$ cat src/rtl/noc_pkg.sv
`default_nettype none
// ============================================================================
//  Module      : noc_pkg
//  Description : Shared mesh_xy_noc packet-format helpers. A packet is
//                {row address, column address, payload}, MSB first. The
//                functions here give the total packet width and the offset
//                and width of every field so that packers and unpackers agree.
//  Revision    : 1.0 - initial release
// ============================================================================
package noc_pkg;

  // Width of the row address field for a mesh with row_n rows.
  function automatic int row_w(input int row_n);
    return $clog2(row_n);
  endfunction

  // Width of the column address field for a mesh with col_m columns.
  function automatic int col_w(input int col_m);
    return $clog2(col_m);
  endfunction

  // Payload occupies the least significant bits of the packet.
  function automatic int data_off();
    return 0;
  endfunction

  // Column field sits directly above the payload.
  function automatic int col_off(input int data_w);
    return data_w;
  endfunction

  // Row field sits directly above the column field.
  function automatic int row_off(input int col_m, input int data_w);
    return data_w + col_w(col_m);
  endfunction

  // Total packet width: row + column + payload.
  function automatic int packet_w(input int row_n, input int col_m, input int data_w);
    return row_w(row_n) + col_w(col_m) + data_w;
  endfunction

endpackage : noc_pkg
`default_nettype wire

$ cat src/rtl/rsc_rx_fifo.sv
`default_nettype none
// ============================================================================
//  Module      : rsc_rx_fifo
//  Description : Synchronous first-word-fall-through FIFO. The head entry is
//                presented combinationally whenever the FIFO is non-empty.
//                Full is decoded from the registered count only, so a pop in
//                the same cycle never lets a write through a full FIFO.
//  Revision    : 1.0 - initial release
// ============================================================================
module rsc_rx_fifo #(
  parameter int DEPTH_W = 3,
  parameter int DATA_W  = 8
) (
  input  logic              clk_i,
  input  logic              rst_i,
  input  logic              i_push,
  input  logic [DATA_W-1:0] i_data,
  input  logic              i_pop,
  output logic [DATA_W-1:0] o_data,
  output logic              o_valid,
  output logic              o_full,
  output logic              o_accept
);

  localparam int DEPTH = 2 ** DEPTH_W;
  localparam logic [DEPTH_W:0] c_depth = (DEPTH_W + 1)'(DEPTH);

  logic [DATA_W-1:0]  r_mem [DEPTH];
  logic [DEPTH_W-1:0] r_wr_ptr;
  logic [DEPTH_W-1:0] r_rd_ptr;
  logic [DEPTH_W:0]   r_count;

  logic w_full;
  logic w_valid;
  logic w_push;
  logic w_pop;

  assign w_full  = (r_count == c_depth);
  assign w_valid = (r_count != '0);
  assign w_push  = i_push & ~w_full;
  assign w_pop   = i_pop & w_valid;

  assign o_full   = w_full;
  assign o_valid  = w_valid;
  assign o_accept = w_push;
  assign o_data   = w_valid ? r_mem[r_rd_ptr] : '0;

  // Storage array; contents are don't-care after reset because the count is cleared.
  always_ff @(posedge clk_i) begin
    if (w_push && !rst_i) begin
      r_mem[r_wr_ptr] <= i_data;
    end
  end

  // Pointer and occupancy bookkeeping; pointers wrap at the power-of-two depth.
  always_ff @(posedge clk_i) begin
    if (rst_i) begin
      r_wr_ptr <= '0;
      r_rd_ptr <= '0;
      r_count  <= '0;
    end else begin
      if (w_push) begin
        r_wr_ptr <= r_wr_ptr + 1'b1;
      end
      if (w_pop) begin
        r_rd_ptr <= r_rd_ptr + 1'b1;
      end
      case ({w_push, w_pop})
        2'b10:   r_count <= r_count + 1'b1;
        2'b01:   r_count <= r_count - 1'b1;
        default: r_count <= r_count;
      endcase
    end
  end

endmodule : rsc_rx_fifo
`default_nettype wire

$ cat src/rtl/rsc_rx_if.sv
`default_nettype none
// ============================================================================
//  Module      : rsc_rx_if
//  Description : Resource-side receive interface of a mesh_xy_noc node.
//                Buffers packets from the router's resource output in a FIFO,
//                signals back-pressure via full_o, pulses ovrflw_o for every
//                dropped packet and counts stored packets in rx_cnt_o.
//                Optional build macro RSC_RX_ADDR_CHECK_EN enables checking of
//                the destination address against ROW_IDX/COL_IDX; mismatching
//                packets are discarded and flagged on the sticky misroute_o.
//  Revision    : 1.0 - initial release
// ============================================================================
module rsc_rx_if
  import noc_pkg::*;
#(
  parameter int ROW_N        = 3,
  parameter int COL_M        = 3,
  parameter int FIFO_DEPTH_W = 3,
  parameter int PCKT_DATA_W  = 8,
  parameter int ROW_IDX      = 0,
  parameter int COL_IDX      = 0,
  parameter int CNT_W        = 16
) (
  input  logic                                             clk_i,
  input  logic                                             rst_i,
  input  logic [packet_w(ROW_N, COL_M, PCKT_DATA_W)-1:0]   pckt_i,
  input  logic                                             wren_i,
  output logic                                             full_o,
  output logic                                             ovrflw_o,
  output logic [PCKT_DATA_W-1:0]                           data_o,
  output logic                                             valid_o,
  input  logic                                             ready_i,
  output logic                                             misroute_o,
  output logic [CNT_W-1:0]                                 rx_cnt_o
);

  localparam int ROW_W   = row_w(ROW_N);
  localparam int COL_W   = col_w(COL_M);
  localparam int ROW_OFF = row_off(COL_M, PCKT_DATA_W);
  localparam int COL_OFF = col_off(PCKT_DATA_W);
  localparam int DAT_OFF = data_off();

  localparam logic [ROW_W-1:0] c_row_idx = ROW_W'(ROW_IDX);
  localparam logic [COL_W-1:0] c_col_idx = COL_W'(COL_IDX);

  // Packet field split.
  logic [ROW_W-1:0]       w_row;
  logic [COL_W-1:0]       w_col;
  logic [PCKT_DATA_W-1:0] w_payload;

  assign w_row     = pckt_i[ROW_OFF +: ROW_W];
  assign w_col     = pckt_i[COL_OFF +: COL_W];
  assign w_payload = pckt_i[DAT_OFF +: PCKT_DATA_W];

  logic w_addr_ok;
  logic w_full;
  logic w_accept;

`ifdef RSC_RX_ADDR_CHECK_EN
  logic r_misroute;
  logic w_mis_set;

  assign w_addr_ok = (w_row == c_row_idx) && (w_col == c_col_idx);
  assign w_mis_set = wren_i & ~w_addr_ok;

  // Sticky misroute flag: set by any foreign-destination write, cleared only by reset.
  always_ff @(posedge clk_i) begin
    if (rst_i) begin
      r_misroute <= 1'b0;
    end else if (w_mis_set) begin
      r_misroute <= 1'b1;
    end
  end

  assign misroute_o = r_misroute;
`else
  logic w_unused_addr;

  // Address fields are carried but never inspected in this build.
  assign w_addr_ok     = 1'b1;
  assign w_unused_addr = ^{w_row, w_col, c_row_idx, c_col_idx};
  assign misroute_o    = 1'b0;
`endif

  rsc_rx_fifo #(
    .DEPTH_W (FIFO_DEPTH_W),
    .DATA_W  (PCKT_DATA_W)
  ) u_fifo (
    .clk_i    (clk_i),
    .rst_i    (rst_i),
    .i_push   (wren_i & w_addr_ok),
    .i_data   (w_payload),
    .i_pop    (ready_i),
    .o_data   (data_o),
    .o_valid  (valid_o),
    .o_full   (w_full),
    .o_accept (w_accept)
  );

  assign full_o = w_full;

  logic             r_ovrflw;
  logic [CNT_W-1:0] r_rx_cnt;

  // One-cycle drop pulse per write attempted against a full buffer; repeats back to back.
  always_ff @(posedge clk_i) begin
    if (rst_i) begin
      r_ovrflw <= 1'b0;
    end else begin
      r_ovrflw <= wren_i & w_full;
    end
  end

  // Count of packets actually stored; wraps naturally at 2**CNT_W.
  always_ff @(posedge clk_i) begin
    if (rst_i) begin
      r_rx_cnt <= '0;
    end else if (w_accept) begin
      r_rx_cnt <= r_rx_cnt + 1'b1;
    end
  end

  assign ovrflw_o = r_ovrflw;
  assign rx_cnt_o = r_rx_cnt;

endmodule : rsc_rx_if
`default_nettype wire

$ cat config.mk
export PLATFORM = sky130hd
export DESIGN_NAME = rsc_rx_if
export DESIGN_NICKNAME = d
export VERILOG_FILES = /design/src/rtl/noc_pkg.sv /design/src/rtl/rsc_rx_fifo.sv /design/src/rtl/rsc_rx_if.sv
export SDC_FILE = /design/constraint.sdc
export NUM_CORES = 1
export LEC_CHECK = 0
export CAP_MARGIN = 25
export CORE_ASPECT_RATIO = 0.6
export CORE_MARGIN = 10
export CORE_UTILIZATION = 50
export DETAILED_ROUTE_END_ITERATION = 8
export PLACE_DENSITY = 0.82
export SYNTH_ARGS = -nofsm -noshare
export SYNTH_HDL_FRONTEND = slang
export SYNTH_HIERARCHICAL = 1
export SYNTH_SLANG_ARGS = --single-unit
$ cat constraint.sdc
create_clock -name clk_i -period 3.31 [get_ports clk_i]
set_input_delay 0.662 -clock clk_i [delete_from_list [all_inputs] [get_ports clk_i]]
set_output_delay 0.662 -clock clk_i [all_outputs]
set_load 0.01 [all_outputs]
Word level (Yosys, flattened, before mapping):

Memories as Yosys holds them, arrays and structs flattened. A register that Yosys moved wholly into a read port is not among the register bits.
Index checks and enable logic that the tools add are counted.

* bits in registers: 27
* RAM bits: 64
* bits of input ports: 16
* output and inout bits: 28
* memories: 1

Memory list
* u_fifo.r_mem: words 8, width 8, rd ports 1, clocked after memory_dff 1, write ports 1, line rsc_rx_fifo.sv:28 `logic [DATA_W-1:0] r_mem [DEPTH];`

* $add $sub $neg: 5
* equality and inequality tests: 3
* mux-type cells: 6
* bitwise operators: 4
* reductions and logical operators: 4

Operators with widths (count)
* $add A16 B1 Y16 const B: 1
* $mux W8: 1
* $pmux W4 S2: 1
* $add A3 B1 Y3 const B: 2
* $mux W3: 2
* $add A4 B1 Y4 const B: 1
* $eq A4 B4 Y1 const B: 1
* $reduce_bool A4 Y1: 1
* $sub A4 B1 Y4 const B: 1
* $and A1 B1 Y1: 3
* $eq A2 B1 Y1 const B: 1
* $eq A2 B2 Y1 const B: 1
* $mux W1: 2
* $reduce_bool A2 Y1: 1
* $logic_and A1 B1 Y1: 1
* $logic_not A1 Y1: 1
* $not A1 Y1: 1

Depth between registers and ports, before layout:

Gate-level depths: netlist (run 1).

* depth after elaboration: 6
* gate-level depth with buffers: 11
* gate-level depth less buffers: 10

Modules after synthesis:

Netlist (run 1), hierarchy kept.

By module, submodules not included
* rsc_rx_fifo: instances 1, cells an instance 178, area each 3100.5 µm², seq. area each 2182.1 µm²
* rsc_rx_if: instances 1, cells an instance 81, area each 768.2 µm², seq. area each 340.3 µm²

Worst setup path after synthesis (run 1):

No wires, ideal clock.

* path type: reg-to-reg
* start point: reg u_fifo.r_count[1]
* end point: reg u_fifo.r_count[3]
* setup time: 0.070 ns
* data arrival time: 2.545 ns
* slack: 0.695 ns
* stages on the path, launching flop included: 11
* buffers on the path: 1
* period minus slack after synthesis: 2.615 ns
* cell sequence: dfxtp_1 nor4_4 inv_2 and2_4 buf_6 ha_1 ha_1 a21oi_1 a21oi_1 or4_1 a21oi_1

RTL lines
* from (decl): line rsc_rx_fifo.sv:31 `logic [DEPTH_W:0] r_count;`
* from (signal assigned): line rsc_rx_fifo.sv:69 `2'b10: r_count <= r_count + 1'b1;`
* from (signal assigned): line rsc_rx_fifo.sv:70 `2'b01: r_count <= r_count - 1'b1;`
* from (signal assigned): line rsc_rx_fifo.sv:71 `default: r_count <= r_count;`
* $reduce_bool A4 Y1 *: line rsc_rx_fifo.sv:39 `assign w_valid = (r_count != '0);`
* named net valid_o: line rsc_rx_if.sv:31 `output logic valid_o,`
* $and A1 B1 Y1 *: line rsc_rx_fifo.sv:41 `assign w_pop = i_pop & w_valid;`
* named net u_fifo.w_pop: line rsc_rx_fifo.sv:36 `logic w_pop;`
* $eq A2 B1 Y1 / $eq A2 B2 Y1 (equally long branches): line rsc_rx_fifo.sv:68 `case ({w_push, w_pop})`
* $pmux W4 S2 / $reduce_bool A2 Y1 (equally long branches)

Mark *: on every way through the listed nets, which the timed path passes. The rest lies on a longest branch.
A chain may end at the register's enable or synchronous reset.

==> impl_metrics.ini, run 1 <==
[floorplanning]
io_pins = 44
die_area_um2 = 11800
start_util = 0.524
die_h_um = 88.1
fp-row-count = 24
dieWidth_um = 134
coreArea_um2 = 7390

[clock_tree]
h-tree-depth = 3
cts-root-buf = clkbuf_16
cts_setup_buffers = 0
cts_tree = built
cts_buffer_depth = 2
cts.sinks = 94
cts_hold_buf = 0
clock_latency_ps = 340
cts_resized = 0
cts_made_buffers = 9
clk_pin_slew_worst_paths_ps = 60

[global_routing]
gr-total-overflow = 0
grt_use_total = 0.131
grt_max_degree = 30
grt_pass1_vias = 2227
grt_pass1_wl_um = 11800
antenna_found_initial = 0

[logic_synthesis]
synth_top_family_by_area = multiplexers
syn-instance-count = 259
syn_nets = 282
yosys_warnings = 6
synth-compound-area-share = 0.0149
ys_ff_latch = 94
synthesis.area_um2 = 3870
synthArstFlopShare = 0
synth-xor-area-share = 0.0427
synth_ff_type = edfxtp_1
synthMuxAreaShare = 0.122
ys_seq_area_frac = 0.652
synthAdderAreaFrac = 0.0246
syn_avg_cell_area_um2 = 14.9
synth.distinct_cells = 43
synth_edf_count = 64
yosys.area_share.simple = 0.119

[finish]
antennaDiodeCount = 0
area_growth_pct = 20.7
final_nets = 332
fillers = 553
drive_above_1_share = 0.166

[critical_path]
cp_max_fo = 16
crit_slowest_cell = mux4_2
cp_data_arrival_time_ps = 2250
path_buf_inv = 2
worst-setup-path-type = register to output port
cp-end-kind = output port
critPathRequiredTime_ps = 2650
slowest_delay_ps = 570
critPathTopFamily = buffers and inverters
crit_chain = buf_4 > mux4_2 > mux2i_1 > nor2_1 > clkdlybuf4s50_1
cp-start-kind = register

[sta]
hold_viol = 0
fin_crit_sh = 0.880
worst_slew_pin_slew_ps = 525
setup_violations = 0
rsz0062_at_grt = false
max_freq_mhz = 343
slew_viol_final = 0
slew-limit-headroom = 0.649
period_needed_ps = 2910
skew_ps = 4.73
setup_tns_ps = 0
holdWs_ps = 490

[power_and_ir_drop]
ir_drop_mv = 0.279
p_per_area_nw_per_um2 = 671
power.leakage_nw = 1.60
power.total_mw = 3.13

[min_path]
min_path_type = register to register

[placement]
place_congestion = 0.754
io_buffer_count = 38
hpwl_um = 4880

[flow_run]
drv_cap = 0

[run_status]
status = completed

[routing]
drtIter0Drc = 189
viasPerCell = 5.22
wl_per_cell_um = 16.9
drc = 0
dr.pass1.iters = 4
ant_nets = 0
wirelength_um = 7070
vias = 2182
## path summary, 6_finish.rpt
check / start / depth (start not counted) / slack [ps] / end
hold / removal: rx_cnt_o[15] / 2 / 490 / rx_cnt_o[15]
setup reg to reg: u_fifo/r_count[1] / 10 / 680 / u_fifo/r_count[3]
setup / recovery: register / 5 / 400 / data_o[7]
hold reg to reg: rx_cnt_o[15] / 2 / 490 / rx_cnt_o[15]
## layout by cell type, fill, tap and decap left out, types with 3 or more instances in the layout
| cell | n |
|---|---|
| a21oi_1 | 8 |
| buf_4 | 13 |
| clkbuf_1 | 5 |
| clkbuf_16 | 9 |
| clkdlybuf4s50_1 | 38 |
| dfxtp_1 | 30 |
| edfxtp_1 | 64 |
| ha_1 | 6 |
| inv_1 | 5 |
| mux2i_1 | 10 |
| mux4_2 | 16 |
| nand2_1 | 8 |
| nand3_1 | 6 |
| nand4_1 | 6 |
| nor2_1 | 39 |
| nor3_1 | 3 |
| xnor2_1 | 3 |
| xor2_1 | 14 |
## report_power, final
| part | switching [mW] | internal, mW | leakage, nW |
|---|---|---|---|
| Clock | 0.381 | 0.529 | 0.128 |
| Combinational | 0.391 | 0.450 | 0.653 |
| Sequential | 0.0589 | 1.32 | 0.821 |
## Yosys cell counts, types with 2 or more instances
cell / n / area share
mux4_2: 16 / 0.093
buf_4: 2 / 0.0039
buf_6: 2 / 0.0058
nand2_1: 8 / 0.0078
clkbuf_1: 2 / 0.0019
xor2_1: 14 / 0.032
and2_2: 2 / 0.0039
nor2_1: 39 / 0.038
nand3_1: 6 / 0.0078
and3_1: 2 / 0.0032
ha_1: 6 / 0.019
and4_1: 2 / 0.0045
nand4_4: 2 / 0.011
buf_2: 2 / 0.0026
mux2i_1: 10 / 0.026
xnor2_1: 3 / 0.0068
a21oi_1: 8 / 0.010
buf_1: 3 / 0.0029
nand4_1: 6 / 0.0097
edfxtp_1: 64 / 0.50
inv_1: 5 / 0.0049
o21ai_0: 2 / 0.0026
dfxtp_1: 30 / 0.16
or3_1: 2 / 0.0032
nor3_1: 3 / 0.0039
## cells by family after synthesis
logic type      Yosys count
compound gates           11
xor+xnor                 18
fa+ha+maj                 7
buf+inv                  18
flops                    94
mux                      27
other cells               1
simple gates             83
## worst register-to-register path: cells and delay by family (launching register included)
| family | cells | cell delay, ps |
|---|---|---|
| DFF | 1 | 380 |
| AOI/OAI and AO/OA | 3 | 450 |
| and+or+nand+nor | 3 | 930 |
| adders and majority gates | 2 | 540 |
| buffers and inverters | 2 | 280 |
## per-stage QoR
step / setup WS (ps) / cells / cell area (um2) / utilization
after floorplan: 695 / 259 / 3870 / -
after global placement: 488 / 402 / 4410 / 0.596
after detailed placement: 454 / 402 / 4410 / 0.596
after CTS: 375 / 418 / 4670 / 0.632
after global routing: 260 / 418 / 4670 / 0.632
final: 398 / 418 / 4670 / 0.632
## final cells by class
cell class,count,area [um2],share of cell area
Sequential cell,94,2520,0.540
Tap cell,104,130,0.0279
Clock buffer,15,258,0.0552
Inverter,6,22.5,0.00482
Multi-Input combinational cell,147,1250,0.268
Clock inverter,1,5.00,0.00107
Timing Repair Buffer,51,478,0.102
## flip-flops by register name (all words and copies together) (netlist names), named ones only
register and flops:
u_fifo/r_mem 64, rx_cnt_o 16, u_fifo/r_count 4, u_fifo/r_rd_ptr 3
u_fifo/r_wr_ptr 3, ovrflw_o 1
## metal layers
layer  GRT usage  vias to the layer above  share of wire
met5           0                        -              0
met4      0.0531                        0          0.013
met3      0.0617                        6           0.11
met2       0.190                       62           0.44
met1       0.168                     1057           0.44
li1            -                     1057              -
(Power assumes the default switching activity.)
==> inputs of run 2 (changes only) <==
SYNTH_HIERARCHICAL = unset   (was 1)
==> run 2 against run 1 <==
Effect of this change:
- via count up 6.7%
- count of clock-buffer cells in the layout down 6
- clock power down 2%
- first-iteration DRC count up 37%
- total power down 2.0%
- non-clock buffer count unchanged
- die area up 0.13%
- global-route usage up 0.92 points
- sequential power about the same
- synthesized area up 0.16%
- synthesized cell count up 3.1%
==> impl_metrics.ini, run 2 <==
[clock_tree]
cts_resized = 0
cts_buffer_depth = 2
cts_made_buffers = 9
clk_pin_slew_worst_paths_ps = 60
h-tree-depth = 3
clock_latency_ps = 330
cts-root-buf = clkbuf_16
cts.sinks = 94
cts_hold_buf = 0
cts_setup_buffers = 0
cts_tree = built

[power_and_ir_drop]
p_per_area_nw_per_um2 = 659
ir_drop_mv = 0.276
power.leakage_nw = 1.56

[logic_synthesis]
synth.most_common_cell = edfxtp_1
synthesis.area_um2 = 3870
synth_edf_count = 64
synthArstFlopShare = 0
ys_seq_area_frac = 0.651
synth.distinct_cells = 42
syn_nets = 289
yosysTopAreaCell = edfxtp_1
yosys_warnings = 0
syn-instance-count = 267
ys_ff_latch = 94
syn_avg_cell_area_um2 = 14.5
synth.cells.most_frequent = 64 x edfxtp_1, 32 x nor2_1, 30 x dfxtp_1
synth_ff_type = edfxtp_1
synth.area.top_cells = edfxtp_1 50%, dfxtp_1 15%, mux4_2 9.3%
netlist.area_leader.share = 0.496

[min_path]
min_path_type = register to register

[sta]
worst_slew_pin_slew_ps = 535
setup_violations = 0
slew-limit-headroom = 0.643
rsz0062_at_grt = false
setup_tns_ps = 0
holdWs_ps = 479
skew_ps = 6.46
period_needed_ps = 2900
hold_viol = 0
max_freq_mhz = 345
slew_viol_final = 0
fin_crit_sh = 0.876

[placement]
dp.cells = 407
hpwl_um = 5200
place_congestion = 0.784
io_buffer_count = 38

[routing]
vias = 2328
drtIter0Drc = 258
wirelength_um = 7900
ant_nets = 0
drc = 0
dr.pass1.iters = 4
wl_per_cell_um = 18.7
viasPerCell = 5.52

[floorplanning]
coreArea_um2 = 7390
io_pins = 44
start_util = 0.525
fp-row-count = 24
die_h_um = 88.2
die_area_um2 = 11800
dieWidth_um = 134

[global_routing]
gr-total-overflow = 0
grt_max_degree = 29
grt_pass1_vias = 2374
antenna_found_initial = 0
grt_pass1_wl_um = 12700
grt_use_total = 0.141

[critical_path]
cp-end-kind = output port
cp-start-kind = register
critPathRequiredTime_ps = 2650
cp_data_arrival_time_ps = 2240
cp_max_fo = 16
worst-setup-path-type = register to output port

[finish]
fin_cells = 422
regMostFlops = u_fifo.r_mem
drive_above_1_share = 0.160
largest_reg_flops = 64
utilization = 0.631
layout_commonest_cell = edfxtp_1
final_cell_mix = 64 x edfxtp_1, 38 x clkdlybuf4s50_1, 32 x nor2_1
area_growth_pct = 20.2
antennaDiodeCount = 0
final_nets = 336

[flow_run]
drv_cap = 0

[run_status]
status = completed
## run 2: power breakdown
group	switching, mW	internal [mW]	total (mW)
clock	0.397	0.495	0.892
sequential	0.0660	1.32	1.39
combinational	0.381	0.410	0.792
total	0.844	2.23	3.07
## run 2: metal layers
metal | up-vias | wire (um) | track usage
met4 | 0 | 95 | 0.0501
met5 | - | 0 | 0
met2 | 68 | 3600 | 0.215
li1 | 1096 | - | -
met3 | 11 | 535 | 0.0469
met1 | 1153 | 3660 | 0.184
## run 2: path summary, 6_finish.rpt
| check | startpoint | endpoint | slack, ps | depth (start not counted) |
|---|---|---|---|---|
| setup / recovery | register | data_o[7] | 410 | 5 |
| hold / removal | rx_cnt_o[15] | rx_cnt_o[15] | 480 | 2 |
| setup reg to reg | u_fifo.r_count[0] | u_fifo.r_count[3] | 540 | 6 |
| hold reg to reg | rx_cnt_o[15] | rx_cnt_o[15] | 480 | 2 |
## run 2: cell families (layout without fill, tap and decap cells)
family	count (synthesis)	count (layout)	synth area share
AND/OR/NAND/NOR	84	84	0.119
adder cells (fa/ha/maj)	6	6	0.0194
multiplexers	27	27	0.122
XOR/XNOR	14	14	0.0316
buffers and inverters	18	69	0.0232
other	1	1	0.000968
flip-flops	94	94	0.651
AO/OA/AOI/OAI	23	23	0.0336
## run 2: final cells by class
class                           instances  area (um2)
Multi-Input combinational cell        155        1260
Fill cell                             564        2730
Inverter                                3        11.3
Tap cell                              104         130
Sequential cell                        94        2520
Clock inverter                          6        30.0
Clock buffer                            9         225
Timing Repair Buffer                   51         478
## run 2: metrics by stage
step           area [um2]  setup WS, ps  power, mW
2_1_floorplan        3870           734       1.89
3_3_place_gp         4400           510       2.18
3_5_place_dp         4400           471       2.20
4_1_cts              4660           381       3.10
5_1_grt              4660           292       3.22
6_report             4660           411       3.07
## run 2: worst max-delay path, cell delays in order (launching register included)
cell and delay, ps:
dfxtp_1 310, buf_4 300, mux4_2 560, mux2i_1 180, nor2_1 60, clkdlybuf4s50_1 480
